## src/rtl/soc_spi_sram_ctrl_if.sv

```systemverilog
// Word-addressed shared memory port between the CPU top (master) and the SPI SRAM responder (slave).
interface soc_spi_sram_ctrl_if;
  logic [31:0] sram_addr;
  logic [31:0] sram_data_write;
  logic        sram_we;
  logic        sram_cs;
  logic [31:0] sram_data_read;
  logic        sram_ack;

  modport master (
    output sram_addr, sram_data_write, sram_we, sram_cs,
    input  sram_data_read, sram_ack
  );

  modport slave (
    input  sram_addr, sram_data_write, sram_we, sram_cs,
    output sram_data_read, sram_ack
  );
endinterface

```

## src/rtl/soc_spi_sram_ctrl.sv

```systemverilog
// SPI SRAM responder: each request becomes one 64-bit mode-0 frame; sram_ack pulses 128 cycles after the request is taken.
// No backpressure: the initiator holds sram_cs until ack, and the next request is taken no sooner than 130 cycles later.
module soc_spi_sram_ctrl #(
  parameter logic [7:0] CMD_READ  = 8'h03,
  parameter logic [7:0] CMD_WRITE = 8'h02
) (
  input  logic                      clk,
  input  logic                      i_rst_n,
  soc_spi_sram_ctrl_if.slave        sram,
  output logic                      spi_cs_n,
  output logic                      spi_sck,
  output logic                      spi_mosi,
  input  logic                      spi_miso
);

  typedef enum logic [1:0] {
    IDLE  = 2'd0,
    SHIFT = 2'd1,
    GAP   = 2'd2
  } state_t;

  state_t      state_q, state_d;
  logic [63:0] tx_q, tx_d;
  logic [31:0] rx_q, rx_d;
  logic [31:0] rd_q, rd_d;
  logic [6:0]  bit_q, bit_d;
  logic        phase_q, phase_d;
  logic        we_q, we_d;
  logic        cs_n_q, cs_n_d;
  logic        sck_q, sck_d;
  logic        mosi_q, mosi_d;
  logic        ack_q, ack_d;

  logic [31:0] rx_shift;
  logic [31:0] wdata_bytes;
  logic [63:0] frame;
  logic        unused_addr_hi;

  // Upper word-address bits fall outside the 24-bit SRAM byte address.
  assign unused_addr_hi = &{1'b0, sram.sram_addr[31:22]};

  assign sram.sram_data_read = rd_q;
  assign sram.sram_ack       = ack_q;
  assign spi_cs_n            = cs_n_q;
  assign spi_sck             = sck_q;
  assign spi_mosi            = mosi_q;

  always_comb begin
    rx_shift    = {rx_q[30:0], spi_miso};
    wdata_bytes = {sram.sram_data_write[7:0],   sram.sram_data_write[15:8],
                   sram.sram_data_write[23:16], sram.sram_data_write[31:24]};
    frame       = {(sram.sram_we ? CMD_WRITE : CMD_READ),
                   sram.sram_addr[21:0], 2'b00,
                   (sram.sram_we ? wdata_bytes : 32'h0)};

    state_d = state_q;
    tx_d    = tx_q;
    rx_d    = rx_q;
    rd_d    = rd_q;
    bit_d   = bit_q;
    phase_d = phase_q;
    we_d    = we_q;
    cs_n_d  = cs_n_q;
    sck_d   = sck_q;
    mosi_d  = mosi_q;
    ack_d   = 1'b0;

    case (state_q)
      IDLE: begin
        cs_n_d = 1'b1;
        sck_d  = 1'b0;
        mosi_d = 1'b0;
        if (sram.sram_cs) begin
          state_d = SHIFT;
          tx_d    = frame;
          we_d    = sram.sram_we;
          bit_d   = 7'd0;
          phase_d = 1'b0;
          cs_n_d  = 1'b0;
          mosi_d  = frame[63];
        end
      end
      SHIFT: begin
        if (!phase_q) begin
          sck_d   = 1'b1;
          phase_d = 1'b1;
        end else begin
          // End of phase H: SCK falls, next bit goes out, MISO is captured.
          sck_d   = 1'b0;
          phase_d = 1'b0;
          tx_d    = {tx_q[62:0], 1'b0};
          mosi_d  = tx_q[62];
          bit_d   = bit_q + 7'd1;
          if (bit_q >= 7'd32) begin
            rx_d = rx_shift;
          end
          if (bit_q == 7'd63) begin
            state_d = GAP;
            cs_n_d  = 1'b1;
            mosi_d  = 1'b0;
            ack_d   = 1'b1;
            if (!we_q) begin
              // First byte received lands in [7:0].
              rd_d = {rx_shift[7:0], rx_shift[15:8], rx_shift[23:16], rx_shift[31:24]};
            end
          end
        end
      end
      GAP: begin
        state_d = IDLE;
      end
      default: begin
        state_d = IDLE;
      end
    endcase
  end

  always_ff @(posedge clk or negedge i_rst_n) begin
    if (!i_rst_n) begin
      state_q <= IDLE;
      tx_q    <= '0;
      rx_q    <= '0;
      rd_q    <= '0;
      bit_q   <= '0;
      phase_q <= 1'b0;
      we_q    <= 1'b0;
      cs_n_q  <= 1'b1;
      sck_q   <= 1'b0;
      mosi_q  <= 1'b0;
      ack_q   <= 1'b0;
    end else begin
      state_q <= state_d;
      tx_q    <= tx_d;
      rx_q    <= rx_d;
      rd_q    <= rd_d;
      bit_q   <= bit_d;
      phase_q <= phase_d;
      we_q    <= we_d;
      cs_n_q  <= cs_n_d;
      sck_q   <= sck_d;
      mosi_q  <= mosi_d;
      ack_q   <= ack_d;
    end
  end

endmodule

```

## src/flat_wrapper.sv

```systemverilog
// flat-port wrapper written by rule: the top's interface ports become plain ports
module soc_spi_sram_ctrl_flat 
#(
  parameter logic [7:0] CMD_READ  = 8'h03,
  parameter logic [7:0] CMD_WRITE = 8'h02
)
  (clk, i_rst_n, spi_cs_n, spi_sck, spi_mosi, spi_miso, sram_sram_addr, sram_sram_data_write, sram_sram_we, sram_sram_cs, sram_sram_data_read, sram_sram_ack);
  soc_spi_sram_ctrl_if sram_i ();
  input  logic clk;
  input  logic i_rst_n;
  output logic spi_cs_n;
  output logic spi_sck;
  output logic spi_mosi;
  input  logic spi_miso;
  input wire logic [$bits(sram_i.sram_addr)-1:0] sram_sram_addr;
  input wire logic [$bits(sram_i.sram_data_write)-1:0] sram_sram_data_write;
  input wire logic [$bits(sram_i.sram_we)-1:0] sram_sram_we;
  input wire logic [$bits(sram_i.sram_cs)-1:0] sram_sram_cs;
  output wire logic [$bits(sram_i.sram_data_read)-1:0] sram_sram_data_read;
  output wire logic [$bits(sram_i.sram_ack)-1:0] sram_sram_ack;
  assign sram_i.sram_addr = sram_sram_addr;
  assign sram_i.sram_data_write = sram_sram_data_write;
  assign sram_i.sram_we = sram_sram_we;
  assign sram_i.sram_cs = sram_sram_cs;
  assign sram_sram_data_read = sram_i.sram_data_read;
  assign sram_sram_ack = sram_i.sram_ack;
  soc_spi_sram_ctrl #(.CMD_READ(CMD_READ), .CMD_WRITE(CMD_WRITE)) u_core (.clk(clk), .i_rst_n(i_rst_n), .sram(sram_i), .spi_cs_n(spi_cs_n), .spi_sck(spi_sck), .spi_mosi(spi_mosi), .spi_miso(spi_miso));
endmodule
```

## config.mk

```make
export PLATFORM = sky130hd
export DESIGN_NAME = soc_spi_sram_ctrl_flat
export DESIGN_NICKNAME = d
export VERILOG_FILES = /design/src/rtl/soc_spi_sram_ctrl_if.sv /design/src/rtl/soc_spi_sram_ctrl.sv /design/src/flat_wrapper.sv
export SDC_FILE = /design/constraint.sdc
export NUM_CORES = 1
export LEC_CHECK = 0
export ABC_AREA = 1
export BUFFER_PORTS_ARGS = -buffer_cell sky130_fd_sc_hd__buf_4
export CAP_MARGIN = 20
export CORE_UTILIZATION = 25
export DETAILED_ROUTE_END_ITERATION = 8
export HOLD_SLACK_MARGIN = 0.1
export PLACE_DENSITY = 0.39
export SYNTH_ARGS = -nofsm -noshare
export SYNTH_HDL_FRONTEND = slang
export SYNTH_SLANG_ARGS = --single-unit
```

## constraint.sdc

```tcl
create_clock -name clk -period 3.6 [get_ports clk]
set_clock_uncertainty 0.15 [all_clocks]
set_input_delay 0 -clock clk [delete_from_list [all_inputs] [get_ports clk]]
set_output_delay 0 -clock clk [all_outputs]
set_load 0.02 [all_outputs]
```

# ---- Yosys cells after proc, flatten, opt, wreduce, memory -nomap -nowiden
# Index checks and enable logic that the tools add are counted.
dict set report word_totals {
  ramBits 0
  reg_bits 141
  word_cells 56
  rom_bits 0
  input_bits 69
  latchBits 0
  memories 0
}
dict set report op_classes {
  reduce_logical 10
  n_lt_le_gt_ge 1
  addsub 1
  multipliers 0
  bitwise 1
  mux 27
  n_shift 0
  n_div 0
  eq_ne 5
}
# cell n
set ops {}
lappend ops {{two-way mux 63 bit} 2}
lappend ops {{case mux 63 bit (2 select lines)} 1}
lappend ops {{two-way mux 32 bit} 1}
lappend ops {{two-way mux 7 bit} 2}
lappend ops {{case mux 7 bit (2 select lines)} 1}
lappend ops {{two-way mux 1 bit} 12}
lappend ops {{AND reduction 3 bit} 4}
lappend ops {{case mux 1 bit (2 select lines)} 4}
lappend ops {{adder 7 x 1 -> 7 bit, second input constant} 1}
lappend ops {{== test 7 x 6 -> 1 bit, second input constant} 1}
lappend ops {{>= comparator 7 x 6 -> 1 bit, second input constant} 1}
lappend ops {{two-way mux 2 bit} 3}
lappend ops {{AND reduction 2 bit} 3}
lappend ops {{!= test 2 x 1 -> 1 bit, second input constant} 2}
lappend ops {{case mux 2 bit (2 select lines)} 1}
lappend ops {{AND reduction 4 bit} 1}
lappend ops {{== test 2 x 1 -> 1 bit, second input constant} 1}
lappend ops {{logical NOT 2 bit} 1}
lappend ops {{!= test 2 bit, second input constant} 1}
lappend ops {{nonzero test 2 bit} 1}
lappend ops {{inverter 1 bit} 1}

# ---- Depth between registers and ports, before layout
dict set report logic_depth {
  depth_word 4
  mapped_depth 9
  depth_no_buf 8
}

# ---- Least setup slack after synthesis
# Ideal clock, no wire load.
dict set report synth_timing {
  kind {flip-flop to flip-flop}
  startpoint {register u_core.bit_q[0]}
  endpoint {register u_core.rd_q[10] (netlist: u_core.sram.sram_data_read[10])}
  period_less_slack_ns 1.642
  path_buffers 1
  path_slack_ns 1.958
  stages_incl_launch_ff 10
  required_time_ns 3.333
  arrival_ns 1.375
  path_cell_list {dfrtp_1 > ha_1 > inv_1 > nor2_1 > nand2_1 > nor2_4 > nand2_2 > buf_6 > nand2_1 > nand2_1}
}
dict set report synth_between {
  elab_chain_cells 2
}
# element line_no
set synth_lines {}
lappend synth_lines {{start, declared} soc_spi_sram_ctrl.sv:26} ;# logic [6:0] bit_q, bit_d;
lappend synth_lines {{start signal, assigned} soc_spi_sram_ctrl.sv:136} ;# bit_q <= bit_d;
lappend synth_lines {{== test 7 x 6 -> 1 bit} soc_spi_sram_ctrl.sv:97} ;# if (bit_q == 7'd63) begin
lappend synth_lines {{AND reduction 4 bit (no source line)} --}
lappend synth_lines {{end signal, assigned} soc_spi_sram_ctrl.sv:135} ;# rd_q <= rd_d;
lappend synth_lines {{end, declared} soc_spi_sram_ctrl.sv:25} ;# logic [31:0] rd_q, rd_d;
# Every way passes these cells.
# A chain may end at the register's enable or synchronous reset.

# ---- Final worst setup path
dict set report layout_timing {
  startpoint {register u_core.state_q[1]}
  endpoint {register u_core.tx_q[7]}
}
dict set report layout_between {
  elab_chain_cells 3
  elab_cells_between_ends 7
  classes_between {eq/ne (3); mux (1); reduce/logical (3)}
}
# element line_no
set layout_lines {}
lappend layout_lines {{start, declared} soc_spi_sram_ctrl.sv:22} ;# state_t state_q, state_d;
lappend layout_lines {{start signal, assigned} soc_spi_sram_ctrl.sv:132} ;# state_q <= state_d;
lappend layout_lines {{== test 2 x 1 -> 1 bit / logical NOT 2 bit (equally long branches)} soc_spi_sram_ctrl.sv:68} ;# case (state_q)
lappend layout_lines {{!= test 2 x 1 -> 1 bit (no source line) (tied with other cells)} --}
lappend layout_lines {{AND reduction 3 bit (no source line)} --}
lappend layout_lines {{end signal, assigned} soc_spi_sram_ctrl.sv:133} ;# tx_q <= tx_d;
lappend layout_lines {{end, declared} soc_spi_sram_ctrl.sv:23} ;# logic [63:0] tx_q, tx_d;
# Parallel ways exist; a longest one is shown, timed or not.

==> flow_metrics.tcl <==
set metrics [dict create \
    ys.flop_type "dfrtp_1" \
    grtUsageTotal_pct 12.39 \
    max_freq_mhz 397.4 \
    rr_worst_depth 7 \
    htreeDepth 4 \
    status "complete, no violations" \
    dr.pass1.iters 4 \
    grt_overflow 0 \
    std_cell_rows 56 \
    critPathMostFrequentCell "o21ai_0" \
    fin_util_pct 36.21 \
    cts_tree "done" \
    synthDominantAreaCellType "dfrtp_1" \
    cts_buffer_depth 2 \
    wirelength_um 14190 \
    grt_pass1_wl_um 24330 \
    drive_gt1_share_pct 16.12 \
    synthCells 706 \
    tns_ns 0 \
    worst_pin_slew_ns 1.008 \
    crit_arrival_ns 2.69 \
    hpwl_um 8439 \
    wl_per_cell_um 11.77 \
    num_vias 5092 \
    ir_worst_vdd_mv 0.2500 \
    ys_warn_count 0 \
    synth_common_cells "168 x nand2_1, 140 x dfrtp_1, 86 x inv_1" \
    clock-root-buffer "clkbuf_16" \
    drv_cap 0 \
    final-hold-violation-count 0 \
    coreArea_um2 23750 \
    power_density_nw_per_um2 412.2 \
    fin_area_um2 8602 \
    reg2reg_to "u_core.tx_q[7]$_DFFE_PN0P_" \
    r2r_slack_ns 1.08 \
    drc 0 \
    hold_class "in2async" \
    syn_nets 777 \
    rsz0062_at_grt "false" \
    diodes 0 \
    setup_viol 0 \
    async_flop_share_pct 100.0 \
    synth_most_common_cell "nand2_1" \
    placed_area_um2 7063 \
    start_util_pct 25.78 \
    synth_area_leaders "dfrtp_1 57%, nand2_1 10%, o21ai_0 6.5%, nand3_1 5.7%, inv_1 5.3%" \
    yosysTopAreaCellShare_pct 57.20 \
    path_clk_slew_ns 0.06 \
    relSlewSlack_pct 32.54 \
    path_class "reg2reg" \
    portBuffers 94 \
    grt_max_degree 95 \
    min_period_ns 2.516 \
    io_pins 105 \
    avgSynthCellArea_um2 8.675 \
    ys_seq_area_share_pct 57.63 \
    critPathMaxStageDelay_ns 0.73 \
    worstPathCellList "inv_2 -> nand2_2 -> nand3_1 -> dlygate4sd3_1 -> o21ai_0 -> nand2_1 -> o21ai_0" \
    power_uw 3545 \
    numCtsBuffers 17 \
    nets 945 \
    total_leakage_power_uw 0.004111 \
    end_kind "flop" \
    vias_per_cell 4.222 \
    antenna_found_initial 0 \
    clock_latency_ns 0.41 \
    area_growth_syn_to_layout_pct 40.45 \
    reg2reg_from "u_core.state_q[1]$_DFFE_PN0P_" \
    critical-path-top-delay-family "simple AND/OR/NAND/NOR gates" \
    synth_edf_count 0 \
    synth_seq_cells 141 \
    gp_congestion 0.7300 \
    report.final.slew_viol_count 0 \
    period_share_pct 69.90 \
    clock-sinks 141 \
    crit_buf_inv 2 \
    cp-start-kind "flop" \
    synth_area_um2 6125 \
    critPathMaxFanout 63 \
    die_y_um 158.5 \
    cp.required_ns 3.78 \
    fp.dieW_um 158.5 \
    grt_pass1_vias 5100 \
    crit_path_top_delay_cell "nand2_2" \
    ys_types 24 \
    postRouteAntennaNets 0 \
    drtIter0Drc 247 \
    design.die.area_um2 25130 \
]
state kept, by name, indices dropped and copies added, names as in the netlist:
| signal | count |
|---|---|
| u_core.state_q | 2 |
| u_core.sram.sram_ack | 1 |
| u_core.phase_q | 1 |
| u_core.tx_q | 63 |
| u_core.bit_q | 7 |
| u_core.spi_cs_n | 1 |
| u_core.spi_mosi | 1 |
| u_core.sram.sram_data_read | 32 |
| u_core.we_q | 1 |
| u_core.rx_q | 31 |
| u_core.spi_sck | 1 |
cell usage in the layout, fill, tap and decap left out, types with 2 or more instances in the layout:
| master | synthesis | layout |
|---|---|---|
| nand2_4 | 1 | 2 |
| ha_1 | 2 | 2 |
| a21oi_1 | 19 | 19 |
| nor2_4 | 3 | 3 |
| nand4_1 | 2 | 2 |
| clkbuf_8 | 0 | 3 |
| buf_4 | 8 | 100 |
| nor2_1 | 31 | 31 |
| bufinv_16 | 0 | 3 |
| clkbuf_16 | 0 | 17 |
| inv_1 | 86 | 86 |
| nand2_1 | 168 | 166 |
| o211ai_1 | 21 | 21 |
| inv_2 | 2 | 2 |
| o21ai_0 | 80 | 80 |
| clkinvlp_4 | 0 | 3 |
| nand2_2 | 1 | 2 |
| o22ai_1 | 6 | 6 |
| clkinv_2 | 0 | 3 |
| dlygate4sd3_1 | 0 | 90 |
| clkbuf_1 | 15 | 2 |
| dfrtp_1 | 140 | 140 |
| o21ai_1 | 28 | 28 |
| nand3_1 | 70 | 70 |
per-layer routing:
metal  wire length [um]  track usage (%)  share of wire, %  up-vias
li1                   -                -                 -     2620
met1               6623            15.25                47     2392
met2               6968            21.20                49       67
met3                430            2.858               3.0       13
met4                168            4.258               1.2        0
met5                  0                0                 0        -
power by group:
group,switching [uW],internal [uW]
logic,60.2,83.1
registers,1.15,1590
clock network,670,1140
total,731,2810
timing repair:
action	4_1_cts	5_1_grt
setup buffers	0	0
gates resized for setup	0	0
endpoints found under the hold margin	156	0
hold buffers	90	0
endpoints found under the setup margin	0	0
through the flow:
| stage | setup slack, ns | hold slack, ns | cells |
|---|---|---|---|
| 6_report | 1.084 | 0.1033 | 1206 |
| 3_5_place_dp | 1.100 | 0.03371 | 1083 |
| 2_1_floorplan | 1.958 | -0.4456 | 706 |
| 5_1_grt | 0.8145 | 0.2031 | 1206 |
| 4_1_cts | 1.092 | 0.1624 | 1205 |
| 3_3_place_gp | 1.176 | 0.02421 | 1083 |
how the worst max path moves through the flow:
stage                                             start  depth (start not counted)                                         end
after floorplan             u_core.bit_q[0]$_DFFE_PN0P_                          9  u_core.sram.sram_data_read[10]$_DFFE_PN0P_
after detailed placement    u_core.bit_q[0]$_DFFE_PN0P_                          9   u_core.sram.sram_data_read[2]$_DFFE_PN0P_
after CTS                   u_core.bit_q[0]$_DFFE_PN0P_                          9   u_core.sram.sram_data_read[2]$_DFFE_PN0P_
final                     u_core.state_q[1]$_DFFE_PN0P_                          7                  u_core.tx_q[7]$_DFFE_PN0P_
after global routing      u_core.state_q[1]$_DFFE_PN0P_                          7                  u_core.tx_q[6]$_DFFE_PN0P_
after global placement      u_core.bit_q[0]$_DFFE_PN0P_                          9   u_core.sram.sram_data_read[2]$_DFFE_PN0P_
final cells by class:
type / instances / area, um^2
Tap cell: 319 / 399.1
Multi-Input combinational cell: 434 / 2042
Clock buffer: 22 / 474.2
Inverter: 88 / 330.3
Fill cell: 2419 / 15150
Timing Repair Buffer: 192 / 1690
Clock inverter: 10 / 136.4
Sequential cell: 141 / 3530
logic make-up after synthesis:
logic type / count (synthesis) / synth area share [%]
buffers and inverters: 131 / 9.193
flip-flops: 141 / 57.63
AO/OA/AOI/OAI: 154 / 13.56
adder cells (fa/ha/maj): 2 / 0.4085
AND/OR/NAND/NOR: 278 / 19.20
(Power assumes the default switching activity.)
